$ cat src/rtl/rv6_pkg.sv
// Shared RV32 opcode constants and register-usage decode helpers.
// Used by the hazard controller and its per-stage decoders.
package rv6_pkg;

  localparam logic [6:0] OPC_LOAD     = 7'b0000011;
  localparam logic [6:0] OPC_STORE    = 7'b0100011;
  localparam logic [6:0] OPC_BRANCH   = 7'b1100011;
  localparam logic [6:0] OPC_LUI      = 7'b0110111;
  localparam logic [6:0] OPC_AUIPC    = 7'b0010111;
  localparam logic [6:0] OPC_JAL      = 7'b1101111;
  localparam logic [6:0] OPC_JALR     = 7'b1100111;
  localparam logic [6:0] OPC_OP       = 7'b0110011;
  localparam logic [6:0] OPC_OP32     = 7'b0111011;
  localparam logic [6:0] OPC_AMO      = 7'b0101111;
  localparam logic [6:0] OPC_SYSTEM   = 7'b1110011;
  localparam logic [6:0] OPC_MISC_MEM = 7'b0001111;

  typedef struct packed {
    logic [4:0] rd;
    logic [4:0] rs1;
    logic [4:0] rs2;
    logic       writes;
    logic       rs1_used;
    logic       rs2_used;
    logic       is_load;
  } regdec_t;

  // x0 never counts as a destination; ecall/ebreak have a junk rd field
  function automatic logic dec_writes(input logic [31:0] ir);
    logic [6:0] op;
    op = ir[6:0];
    return (ir[11:7] != 5'd0)
        && (op != OPC_BRANCH)
        && (op != OPC_STORE)
        && (op != OPC_MISC_MEM)
        && !((op == OPC_SYSTEM) && (ir[14:12] == 3'd0));
  endfunction

  function automatic logic dec_rs1_used(input logic [31:0] ir);
    logic [6:0] op;
    op = ir[6:0];
    return !(op inside {OPC_LUI, OPC_AUIPC, OPC_JAL});
  endfunction

  function automatic logic dec_rs2_used(input logic [31:0] ir);
    logic [6:0] op;
    op = ir[6:0];
    return op inside {OPC_OP, OPC_OP32, OPC_BRANCH,
                      OPC_STORE, OPC_AMO};
  endfunction

endpackage

$ cat src/rtl/rv_regdec.sv
// Register-field decoder for one instruction.
// Produces rd/rs fields and their validity flags.
module rv_regdec
  import rv6_pkg::*;
(
  input  logic [31:0] i_ir,
  output regdec_t     o_dec
);

  // pure field extraction plus usage flags
  always_comb begin
    o_dec          = '0;
    o_dec.rd       = i_ir[11:7];
    o_dec.rs1      = i_ir[19:15];
    o_dec.rs2      = i_ir[24:20];
    o_dec.writes   = dec_writes(i_ir);
    o_dec.rs1_used = dec_rs1_used(i_ir);
    o_dec.rs2_used = dec_rs2_used(i_ir);
    o_dec.is_load  = (i_ir[6:0] == OPC_LOAD);
  end

endmodule

$ cat src/rtl/hazard_ctl.sv
// RAW interlock controller: stall, bubble and forward selects
// for an ID stage followed by DEPTH tracked stages.
module hazard_ctl
  import rv6_pkg::*;
#(
  parameter  int DEPTH      = 3,
  parameter  int FWD        = 0,
  parameter  int LOAD_STAGE = 1,
  parameter  int N_BUS      = 3,
  localparam int SW         = $clog2(DEPTH + 1),
  localparam int CW         = $clog2(DEPTH)
) (
  input  logic                  i_clk,
  input  logic                  i_rst,
  input  logic [31:0]           i_ir_id,
  input  logic [32*DEPTH-1:0]   i_ir_pipe,
  input  logic [N_BUS-1:0]      i_bus_busy,
  output logic                  o_stall_fe,
  output logic                  o_stall_be,
  output logic                  o_bubble_ex,
  output logic [SW-1:0]         o_fwd_rs1,
  output logic [SW-1:0]         o_fwd_rs2,
  output logic [31:0]           o_hz_stall_cnt
);

  regdec_t          w_id;
  regdec_t          w_st [DEPTH];
  logic [DEPTH-1:0] w_m1;
  logic [DEPTH-1:0] w_m2;

  logic [SW-1:0]    w_sel1;
  logic [SW-1:0]    w_sel2;
  logic [SW-1:0]    w_selA;
  logic             w_ld1;
  logic             w_ld2;

  logic             w_h1;
  logic             w_h2;
  logic [SW-1:0]    w_hsel;
  logic             w_det;
  logic [CW-1:0]    w_ldv;

  logic             w_hz;
  logic             w_be;
  logic             w_fe;
  logic             w_bub;
  logic             w_fz;

  logic [CW-1:0]    r_cnt;
  logic [31:0]      r_hz_cnt;

  rv_regdec u_id (
    .i_ir  (i_ir_id),
    .o_dec (w_id)
  );

  for (genvar g = 0; g < DEPTH; g++) begin : g_stage
    rv_regdec u_dec (
      .i_ir  (i_ir_pipe[32*g +: 32]),
      .o_dec (w_st[g])
    );
    assign w_m1[g] = w_id.rs1_used & w_st[g].writes
                   & (w_st[g].rd == w_id.rs1);
    assign w_m2[g] = w_id.rs2_used & w_st[g].writes
                   & (w_st[g].rd == w_id.rs2);
  end

  // lowest-index match per source; selects encoded as k+1
  always_comb begin
    w_sel1 = '0;
    w_sel2 = '0;
    w_selA = '0;
    w_ld1  = 1'b0;
    w_ld2  = 1'b0;
    for (int k = DEPTH - 1; k >= 0; k--) begin
      if (w_m1[k]) begin
        w_sel1 = SW'(k + 1);
        w_ld1  = w_st[k].is_load;
      end
      if (w_m2[k]) begin
        w_sel2 = SW'(k + 1);
        w_ld2  = w_st[k].is_load;
      end
      if (w_m1[k] | w_m2[k]) begin
        w_selA = SW'(k + 1);
      end
    end
  end

  // hazard detection and stall length for the current mode
  always_comb begin
    w_h1   = 1'b0;
    w_h2   = 1'b0;
    w_hsel = '0;
    w_det  = 1'b0;
    w_ldv  = '0;
    if (FWD == 0) begin
      w_det = (w_selA != '0);
      w_ldv = CW'(DEPTH - int'(w_selA));
    end else begin
      w_h1  = (w_sel1 != '0) & w_ld1
            & (int'(w_sel1) <= LOAD_STAGE);
      w_h2  = (w_sel2 != '0) & w_ld2
            & (int'(w_sel2) <= LOAD_STAGE);
      w_det = w_h1 | w_h2;
      if (w_h1 && (!w_h2 || (w_sel1 <= w_sel2))) begin
        w_hsel = w_sel1;
      end else begin
        w_hsel = w_sel2;
      end
      w_ldv = CW'(LOAD_STAGE - int'(w_hsel));
    end
  end

  // detection is masked while a stall is already running
  always_comb begin
    w_hz  = w_det & (r_cnt == '0);
    w_be  = i_rst | (|i_bus_busy);
    w_fe  = w_be | w_hz | (r_cnt != '0);
    w_bub = w_fe & ~w_be;
    w_fz  = i_rst | w_hz | (r_cnt != '0);
  end

  assign o_stall_be  = w_be;
  assign o_stall_fe  = w_fe;
  assign o_bubble_ex = w_bub;
  assign o_fwd_rs1   = (FWD != 0 && !w_fz) ? w_sel1 : '0;
  assign o_fwd_rs2   = (FWD != 0 && !w_fz) ? w_sel2 : '0;
  assign o_hz_stall_cnt = r_hz_cnt;

  // remaining hazard stall cycles, frozen while the bus is busy
  always_ff @(posedge i_clk) begin
    if (i_rst) begin
      r_cnt <= '0;
    end else if (!w_be) begin
      if (w_hz) begin
        r_cnt <= w_ldv;
      end else if (r_cnt != '0) begin
        r_cnt <= r_cnt - 1'b1;
      end
    end
  end

  // performance counter of hazard bubbles, wraps naturally
  always_ff @(posedge i_clk) begin
    if (i_rst) begin
      r_hz_cnt <= '0;
    end else if (w_bub) begin
      r_hz_cnt <= r_hz_cnt + 32'd1;
    end
  end

endmodule

$ cat config.mk
export PLATFORM = sky130hd
export DESIGN_NAME = hazard_ctl
export DESIGN_NICKNAME = d
export VERILOG_FILES = /design/src/rtl/rv6_pkg.sv /design/src/rtl/rv_regdec.sv /design/src/rtl/hazard_ctl.sv
export SDC_FILE = /design/constraint.sdc
export NUM_CORES = 1
export LEC_CHECK = 0
export CAP_MARGIN = 20
export CORE_ASPECT_RATIO = 1.2
export CORE_MARGIN = 8
export CORE_UTILIZATION = 23
export CTS_BUF_LIST = sky130_fd_sc_hd__clkbuf_8
export DETAILED_ROUTE_END_ITERATION = 12
export GPL_ROUTABILITY_DRIVEN = 0
export GPL_TIMING_DRIVEN = 0
export SYNTH_ARGS = -nofsm -noshare
export SYNTH_HDL_FRONTEND = slang
export SYNTH_SLANG_ARGS = --single-unit
$ cat constraint.sdc
create_clock -name i_clk -period 5.3 [get_ports i_clk]
set_input_delay 1.59 -clock i_clk [delete_from_list [all_inputs] [get_ports i_clk]]
set_output_delay 1.59 -clock i_clk [all_outputs]
set_load 0.01 [all_outputs]
Word level (Yosys, flattened, before mapping)
Cells that the tools add are included.

storage, ports and cells
  output and inout port bits = 39
  register bits after elaboration = 34
  logic and storage cells = 90
  memories kept = 0
  memory bits (read-only) = 0
  input bits = 133
  memory bits (writable) = 0
  latch bits = 0

cells by class
  div/mod/pow operators = 0
  shifts and indexed selects = 0
  equality and inequality tests = 26
  $mul = 0
  $add $sub $neg = 3
  reductions and logical operators = 33
  mux-type cells = 5
  bitwise gates (word level) = 21
  magnitude comparators = 0

operators with widths
  cell                     count
  $eq A7 B6 Y1 const B     5
  $eq A7 B7 Y1 const B     5
  $add A32 B1 Y32 const B  1
  $eq A5 B5 Y1             6
  $ne A7 B4 Y1 const B     3
  $ne A7 B6 Y1 const B     3
  $ne A7 B7 Y1 const B     3
  $reduce_bool A5 Y1       4
  $logic_and A1 B1 Y1      15
  $and A1 B1 Y1            14
  $mux W2                  5
  $logic_not A3 Y1         3
  $eq A7 B5 Y1 const B     1
  $or A1 B1 Y1             6
  $reduce_bool A2 Y1       3
  $logic_not A1 Y1         4
  $reduce_bool A3 Y1       1
  $reduce_or A3 Y1         1
  $logic_not A2 Y1         1
  $reduce_and A2 Y1        1
  $sub A2 B1 Y2 const B    1
  $sub A2 B2 Y2 const A    1
  $not A1 Y1               1

Logic depth before layout (Yosys ltp)
  depth after elaboration = 16
  depth in mapped cells = 10
  gate-level depth less buffers = 7

By module
Synthesis repeated with hierarchy kept, for this count alone.

unflattened totals
  cell total of the unflattened synthesis = 397
  area total of the unflattened synthesis = 3144.3 µm²

modules (own cells, without submodules)
  module      instances  sequential area each (µm²)  cells each  area each (µm²)
  hazard_ctl  1          680.7                       261         2148.3
  rv_regdec   4          0.0                         34          249.0

Worst setup path after synthesis
OpenSTA, ideal clock, no wires.

  kind = input to output
  start = input i_ir_pipe[45]
  end = output o_stall_fe
  arrival = 3311 ps
  data required time = 3710 ps
  path buffers = 3
  slack = 399 ps
  stages on the path = 9
  path through = or4b_1 -> a22o_1 -> o22ai_1 -> a21oi_1 -> a2111oi_4 -> buf_6 -> buf_6 -> buf_6 -> nand2_1

on the way
  word-level cells in the longest chain between the ends = 13
  elaborated cells between the ends (all ways) = 15
  those cells by class = mux: 2; bitwise: 8; reduce/logical: 5

ends and longest elaborated chain
  item                                     RTL line                            RTL
  start: declaration                       hazard_ctl.sv:16                    input logic [32*DEPTH-1:0] i_ir_pipe,
  $logic_not A3 Y1 *                       rv6_pkg.sv:36                       && !((op == OPC_SYSTEM) && (ir[14:12] == 3'd0));
  $logic_and A1 B1 Y1 *                    rv6_pkg.sv:36
  $logic_not A1 Y1 *                       rv6_pkg.sv:36
  $logic_and A1 B1 Y1 *                    rv6_pkg.sv:36
  $and A1 B1 Y1, on equally long branches  hazard_ctl.sv:62, hazard_ctl.sv:64
  $and A1 B1 Y1, on equally long branches  hazard_ctl.sv:63, hazard_ctl.sv:65
  $or A1 B1 Y1 *                           hazard_ctl.sv:84                    if (w_m1[k] | w_m2[k]) begin
  $mux W2 * (2 in series)                  hazard_ctl.sv:84
  $reduce_bool A2 Y1 *                     hazard_ctl.sv:98                    w_det = (w_selA != '0);
  $and A1 B1 Y1 *                          hazard_ctl.sv:117                   w_hz = w_det & (r_cnt == '0);
  $or A1 B1 Y1 * (2 in series)             hazard_ctl.sv:119                   w_fe = w_be | w_hz | (r_cnt != '0);
  end: declaration                         hazard_ctl.sv:18                    output logic o_stall_fe,

Mark *: on every way between the ends. The rest lies on a longest branch, timed or not.

Worst setup path in the final report
  start = input i_ir_pipe[9]
  end = output o_stall_fe

on the way
  word-level cells in the longest chain between the ends = 13
  elaborated cells between the ends (all ways) = 17
  those cells by class = eq/ne: 2; mux: 1; bitwise: 8; reduce/logical: 6

ends and longest elaborated chain
  item                                     RTL line                            RTL
  $reduce_bool A5 Y1                       rv6_pkg.sv:32                       return (ir[11:7] != 5'd0)
  $logic_and A1 B1 Y1                      rv6_pkg.sv:33                       && (op != OPC_BRANCH)
  $logic_and A1 B1 Y1                      rv6_pkg.sv:34                       && (op != OPC_STORE)
  $logic_and A1 B1 Y1                      rv6_pkg.sv:35                       && (op != OPC_MISC_MEM)
  $logic_and A1 B1 Y1                      rv6_pkg.sv:36
  $and A1 B1 Y1, on equally long branches  hazard_ctl.sv:62, hazard_ctl.sv:64
  $and A1 B1 Y1, on equally long branches  hazard_ctl.sv:63, hazard_ctl.sv:65
  $or A1 B1 Y1 *                           hazard_ctl.sv:84
  $mux W2 *                                hazard_ctl.sv:84
  $reduce_bool A2 Y1 *                     hazard_ctl.sv:98
  $and A1 B1 Y1 *                          hazard_ctl.sv:117
  $or A1 B1 Y1 * (2 in series)             hazard_ctl.sv:119

Marked as above.

==> flow_summary.ini <==
[critical_path]
end_kind = output pin
slowest_stage = or4_1
crit_top_cell = buf_6
worstSetupPathType = in -> out
crit_buf_inv = 4
arrival_ns = 3.65
crit_path_cell_trace = clkdlybuf4s50_1, or4_1, o22ai_2, a21oi_2, a2111oi_4, buf_6, buf_8, nand2_2, buf_6
worstPathRequired_ns = 3.71
worst-path-max-fanout = 6
crit_path_start_kind = input pin
slowest_delay_ns = 0.51
crit_family = buffers and inverters

[final_layout]
drive_gt1_share_pct = 11.1
finalNonFillerCells = 552
antennaDiodeCount = 0
final_util_pct = 36.8
fin_nets = 557
syn_to_final_growth_pct = 55.5
multiInputGateArea_sq_um = 1720
fill_cells = 1120
final-seq-area_sq_um = 681

[routing]
drt_iter0_markers = 115
drt-met1-wl_um = 3470
drt-vias-per-instance = 5.18
dr_wl_met3_um = 808
route.met2.wl_um = 4220
drc = 0
top_layer = met4
wirelength_um = 8600
detail-route-antenna-nets = 0
post_drt_wl_per_cell_um = 15.6
drt-pass1-iter-count = 4
dr_total_vias = 2861

[die]
start_util_pct = 23.7
io_pins = 172
die-area_sq_um = 14500
core_sq_um = 10600
die_y_um = 130
dieWidth_um = 111
rows = 41

[timing]
fmax_mhz = 191
worst_hold_slack_ns = 0.497
post-route-period-util_pct = 98.8
fin_worst_skew_ns = 0.0111
timing.final.max_slew_violations = 0
relSlewSlack_pct = 54.6
finalCriticalPeriod_ns = 5.24
setup_viol = 0
worstMarginPinSlew_ns = 0.679
rsz0062_at_grt = false
hold_viol = 0

[yosys]
synth-seq-area-share_pct = 27.2
syn_inst = 307
async_flop_share_pct = 0
synth.cell_area_sq_um = 2500
synth_common_cells = a21oi_1, dfxtp_1, or4_1
syn_area_per_cell_sq_um = 8.15
ys_ff_latch = 34
yosysWarnings = 0
yosysTopAreaCellShare_pct = 27.2
synth_enable_flop_cells = 0
synth_cell_types = 50
synth_top_cell_by_area = dfxtp_1
synth.most_common_cell = a21oi_1
synth_area_leaders = dfxtp_1, or4_1, o31ai_1, a21oi_1, xor2_1
ys.flop_type = dfxtp_1

[global_route]
overflow = 0
track_usage_pct = 11.7
grt_pass1_wl_um = 14400
antenna_found_initial = 0
grt_max_degree = 12
grt_pass1_vias = 3072

[clocking]
clkLatencyLatePin_ns = 0.29
cts_tree = yes
cts.root.buffer_cell = clkbuf_8
htree_levels = 2
clock_sinks = 34
clk_path_buf_depth = 2
clk_pin_slew_ns = 0.08
numCtsBuffers = 5

[run_status]
status = finished, final reports clean

[power]
p_leak_nw = 1.32
finalPower_w = 0.000629
vdd_drop_max_v = 0.0000713
p_per_area_nw_per_um2 = 161

[job]
max-cap-violations = 0

[placement]
port_buffers = 100
dp_cells = 539
dpl.hpwl_um = 6970

[min_path]
hold_path_class = reg -> reg
cell usage in the layout (no fill, tap or decap), drive strengths merged, types with 2 or more instances in the layout:
cell type       n
o22ai           3
nor3            6
o31ai          27
clkdlybuf4s50  85
nor3b           2
o21ai           9
a211oi          2
nand4           8
inv             6
and2            2
clkinv          2
nand3          22
a21oi          40
buf            18
xnor2          11
o2111ai         3
or4            29
clkbuf         15
nor4            2
conb            4
nand2          16
and3            8
dlymetal6s2s   12
or3             6
ha              2
and3b           2
nor2b           3
nor2            9
dfxtp          34
or4b            2
xor2           19
routing by layer:
metal  vias to the layer above  global-route usage (%)
met4                         0                    3.30
li1                       1404                       -
met5                         -                       0
met3                        11                    5.00
met2                       105                    20.3
met1                      1341                    12.6
final timing paths:
path                                        start                               to  slack (ns)  cells after the start
setup / recovery                     i_ir_pipe[9]                       o_stall_fe        0.06                      9
hold reg to reg   o_hz_stall_cnt[21]$_SDFFE_PP0P_  o_hz_stall_cnt[21]$_SDFFE_PP0P_        0.50                      2
setup reg to reg   o_hz_stall_cnt[0]$_SDFFE_PP0P_  o_hz_stall_cnt[30]$_SDFFE_PP0P_        2.80                      7
hold / removal    o_hz_stall_cnt[21]$_SDFFE_PP0P_  o_hz_stall_cnt[21]$_SDFFE_PP0P_        0.50                      2
layout make-up:
class / count / area share [%]
clock buffers: 6 / 2.12
clock inverters: 2 / 0.321
well taps: 129 / 4.15
multi-input cells: 249 / 44.3
plain buffers: 18 / 3.21
inverters: 7 / 0.707
flip-flops and latches: 34 / 17.5
repair buffers: 107 / 27.7
metrics by stage:
stage                     cell area, sq um  setup slack [ns]  TNS (ns)
after floorplan                       2510             0.399         0
after global placement                3680            -0.796     -1.92
after detailed placement              3680            -0.814     -1.91
after CTS                             3820          0.000641         0
after global routing                  3890           0.00101         0
final                                 3890            0.0637         0
flip-flops by register name, indices dropped and copies added (netlist names):
name            count
r_cnt               2
o_hz_stall_cnt     32
worst register-to-register path: stages, from the launching register on:
cell and delay, ns:
dfxtp_1 0.44, ha_1 0.21, and3_1 0.23, nand4_1 0.18
nor2_1 0.56, nand3_1 0.21, or4_1 0.45, a21oi_1 0.15
what timing repair did:
item,in CTS,in global routing
setup endpoints to repair,3,3
buffers inserted,6,1
resized for setup,17,19
hold buffers,0,0
pin swaps,6,4
cells by family after synthesis:
family	Yosys count	synth area share, %
AOI/OAI and AO/OA	91	24.8
adders and majority gates	2	1.00
buffers and inverters	27	6.45
and+or+nand+nor	122	30.0
xor gates and xnor gates	30	10.5
DFF	34	27.2
other	1	0.150
power breakdown:
group	leakage [nW]	internal, W	switching [W]	total (W)
sequential	0.274	0.000256	0.000000695	0.000257
combinational	1.00	0.0000890	0.0000791	0.000168
clock	0.0472	0.000104	0.0000994	0.000204
(Power assumes the default switching activity.)
==> edit (same settings) <==
`FWD`: 0 -> 1.
--- a/src/rtl/hazard_ctl.sv
+++ b/src/rtl/hazard_ctl.sv
@@ -5,5 +5,5 @@
 #(
   parameter  int DEPTH      = 3,
-  parameter  int FWD        = 0,
+  parameter  int FWD        = 1,
   parameter  int LOAD_STAGE = 1,
   parameter  int N_BUS      = 3,
Check against the original RTL: not equivalent (a bounded check fails within 4 cycles, from zero or initial values and one cycle with i_rst high).
==> edit against the original RTL <==
  * Setup slack improved by 0.026 ns
  * Power is 2.9% lower
  * Sequential cell count unchanged
  * Clock skew is 0.0060 ns lower
  * Via count is 6.5% higher
  * Final area up 3.3%
  * Area after synthesis is 1.5% higher
  * Wire length up 12%
  * Count of clock-buffer cells in the layout decreased by 1
  * Core utilization rose by 0.12 points
  * Critical endpoint is now o_fwd_rs1[1]
  * Largest cell class unchanged
==> edit: results (changes against the original RTL) <==
status: "complete, no violations"
synth_compound_area_frac: 0.214  # -0.0332
place_hpwl_mm: 7.77  # +11%
clk_pin_slew_worst_paths_ns: 0.07
critical_path_peak_fanout: 4  # -2
endpoint: "o_fwd_rs1[1]"
r2r_slack_ns: 2.98  # +0.18 ns
hold_path.class: "reg2reg"
portBuffers: 104  # +4.0%
syn_nets: 463
irDropWorstVdd_mv: 0.0701  # -1.6%
antenna_cells: 0  # unchanged
synthAdderAreaFrac: 0.00985  # -0.000148
first_global_vias: 3227  # +5.0%
r2r_cells: 8  # +1
cts_resized: 54  # +37
grt_usage: 0.128  # +0.0115
r2r-start: "o_hz_stall_cnt[0]$_SDFFE_PP0P_"
fin_nets: 578  # +3.8%
arrival_ns: 3.62  # -0.03 ns
power.density_mw_per_mm2: 152  # -6.0%
p_leak_nw: 1.27  # -4.0%
via_count: 3046  # +6.5%
reg2reg_to: "o_hz_stall_cnt[12]$_SDFFE_PP0P_"
synth_seq_area_share: 0.268  # -0.00402
pwr-share-comb: 0.188  # -0.079
async_flop_share: 0  # unchanged
synth_xor_area_frac: 0.103  # -0.00155
cts_buffers: 5  # unchanged
cts.path.max_buffers: 2  # unchanged
synth_common_cells: "34 x dfxtp_1, 33 x a21oi_1, 30 x or4_1"
min_from: "o_hz_stall_cnt[31]$_SDFFE_PP0P_"
grt_max_degree: 15  # +3
cts_root_buf: "clkbuf_8"
clk_latency_ns: 0.29  # about the same
layout-drive-gt1-share: 0.117  # +0.00601
yosys_warnings: 0  # unchanged
place_area_mm2: 0.00376  # +2.2%
synthMuxAreaShare: 0.00394  # +0.00394
drtIter0Drc: 113  # -1.7%
first_pass_iters: 4  # unchanged
synthTopCellsByArea: "dfxtp_1 27%, or4_1 8.9%, o31ai_1 8.0%"
synth_ff_type: "dfxtp_1"
clock_skew_ns: 0.00515  # -0.00598 ns
grt_pass1_wl_mm: 15.5  # +8.1%
min_to: "o_hz_stall_cnt[31]$_SDFFE_PP0P_"
synth.distinct_cells: 45  # -10%
crit_start: "i_ir_pipe[7]"
postCtsSetupBuffers: 5  # -1
detail_route.wl_per_cell_um: 16.7  # +7.4%
seq_cell_power_w: 0.000255
power.internal_w: 0.000458  # +2.0%
n_fill_cell: 1130  # +0.89%
timing_worst_slew_pin_value_ns: 0.509  # -0.170 ns
edit: cell count changes after synthesis, sizes merged, moves of 5 or more:
cell | unedited run | this run
nand2 | 16 | 24
a21oi | 40 | 33
nor3 | 6 | 13
nor2 | 9 | 14
nor4 | 2 | 7
o21ai | 9 | 4
edit: worst max-delay path, cell delays in order:
cell and delay, ns:
clkdlybuf4s50_1 0.46, or4_1 0.59, nor2_4 0.14, or2_4 0.14, o221a_4 0.23, nand2_4 0.07
a211oi_2 0.22, buf_2 0.17
edit: final cells by class:
cell class                      count  share of cell area
Buffer                             18              0.0215
Multi-Input combinational cell    268               0.468
Timing Repair Buffer              110               0.266
Clock inverter                      3             0.00996
Tap cell                          132              0.0411
Clock buffer                        5              0.0171
Sequential cell                    34               0.169
Inverter                            6             0.00654
edit: metrics by stage:
stage	cells	hold WS, ns	setup TNS [ns]	setup WS [ns]	util
2_1_floorplan	328	0.451	0	0.303	-
3_3_place_gp	564	0.463	-5.52	-1.22	0.344
3_5_place_dp	565	0.478	-4.70	-0.923	0.345
4_1_cts	576	0.495	0	0.0116	0.367
5_1_grt	576	0.524	-0.0253	-0.0253	0.370
6_report	576	0.495	0	0.0896	0.370
edit: logic make-up (layout without fill, tap and decap cells):
family | after synthesis | after routing
AOI/OAI and AO/OA | 81 | 81
xor gates and xnor gates | 30 | 30
adders and majority gates | 2 | 2
buffers and inverters | 26 | 142
DFF | 34 | 34
muxes | 1 | 1
and+or+nand+nor | 154 | 154
edit: routing by layer:
layer,up-vias,global-route usage,part of all wire
met4,0,0.0338,0.014
met1,1419,0.129,0.39
met3,16,0.0536,0.090
met2,105,0.236,0.51
li1,1506,-,-
met5,-,0,0
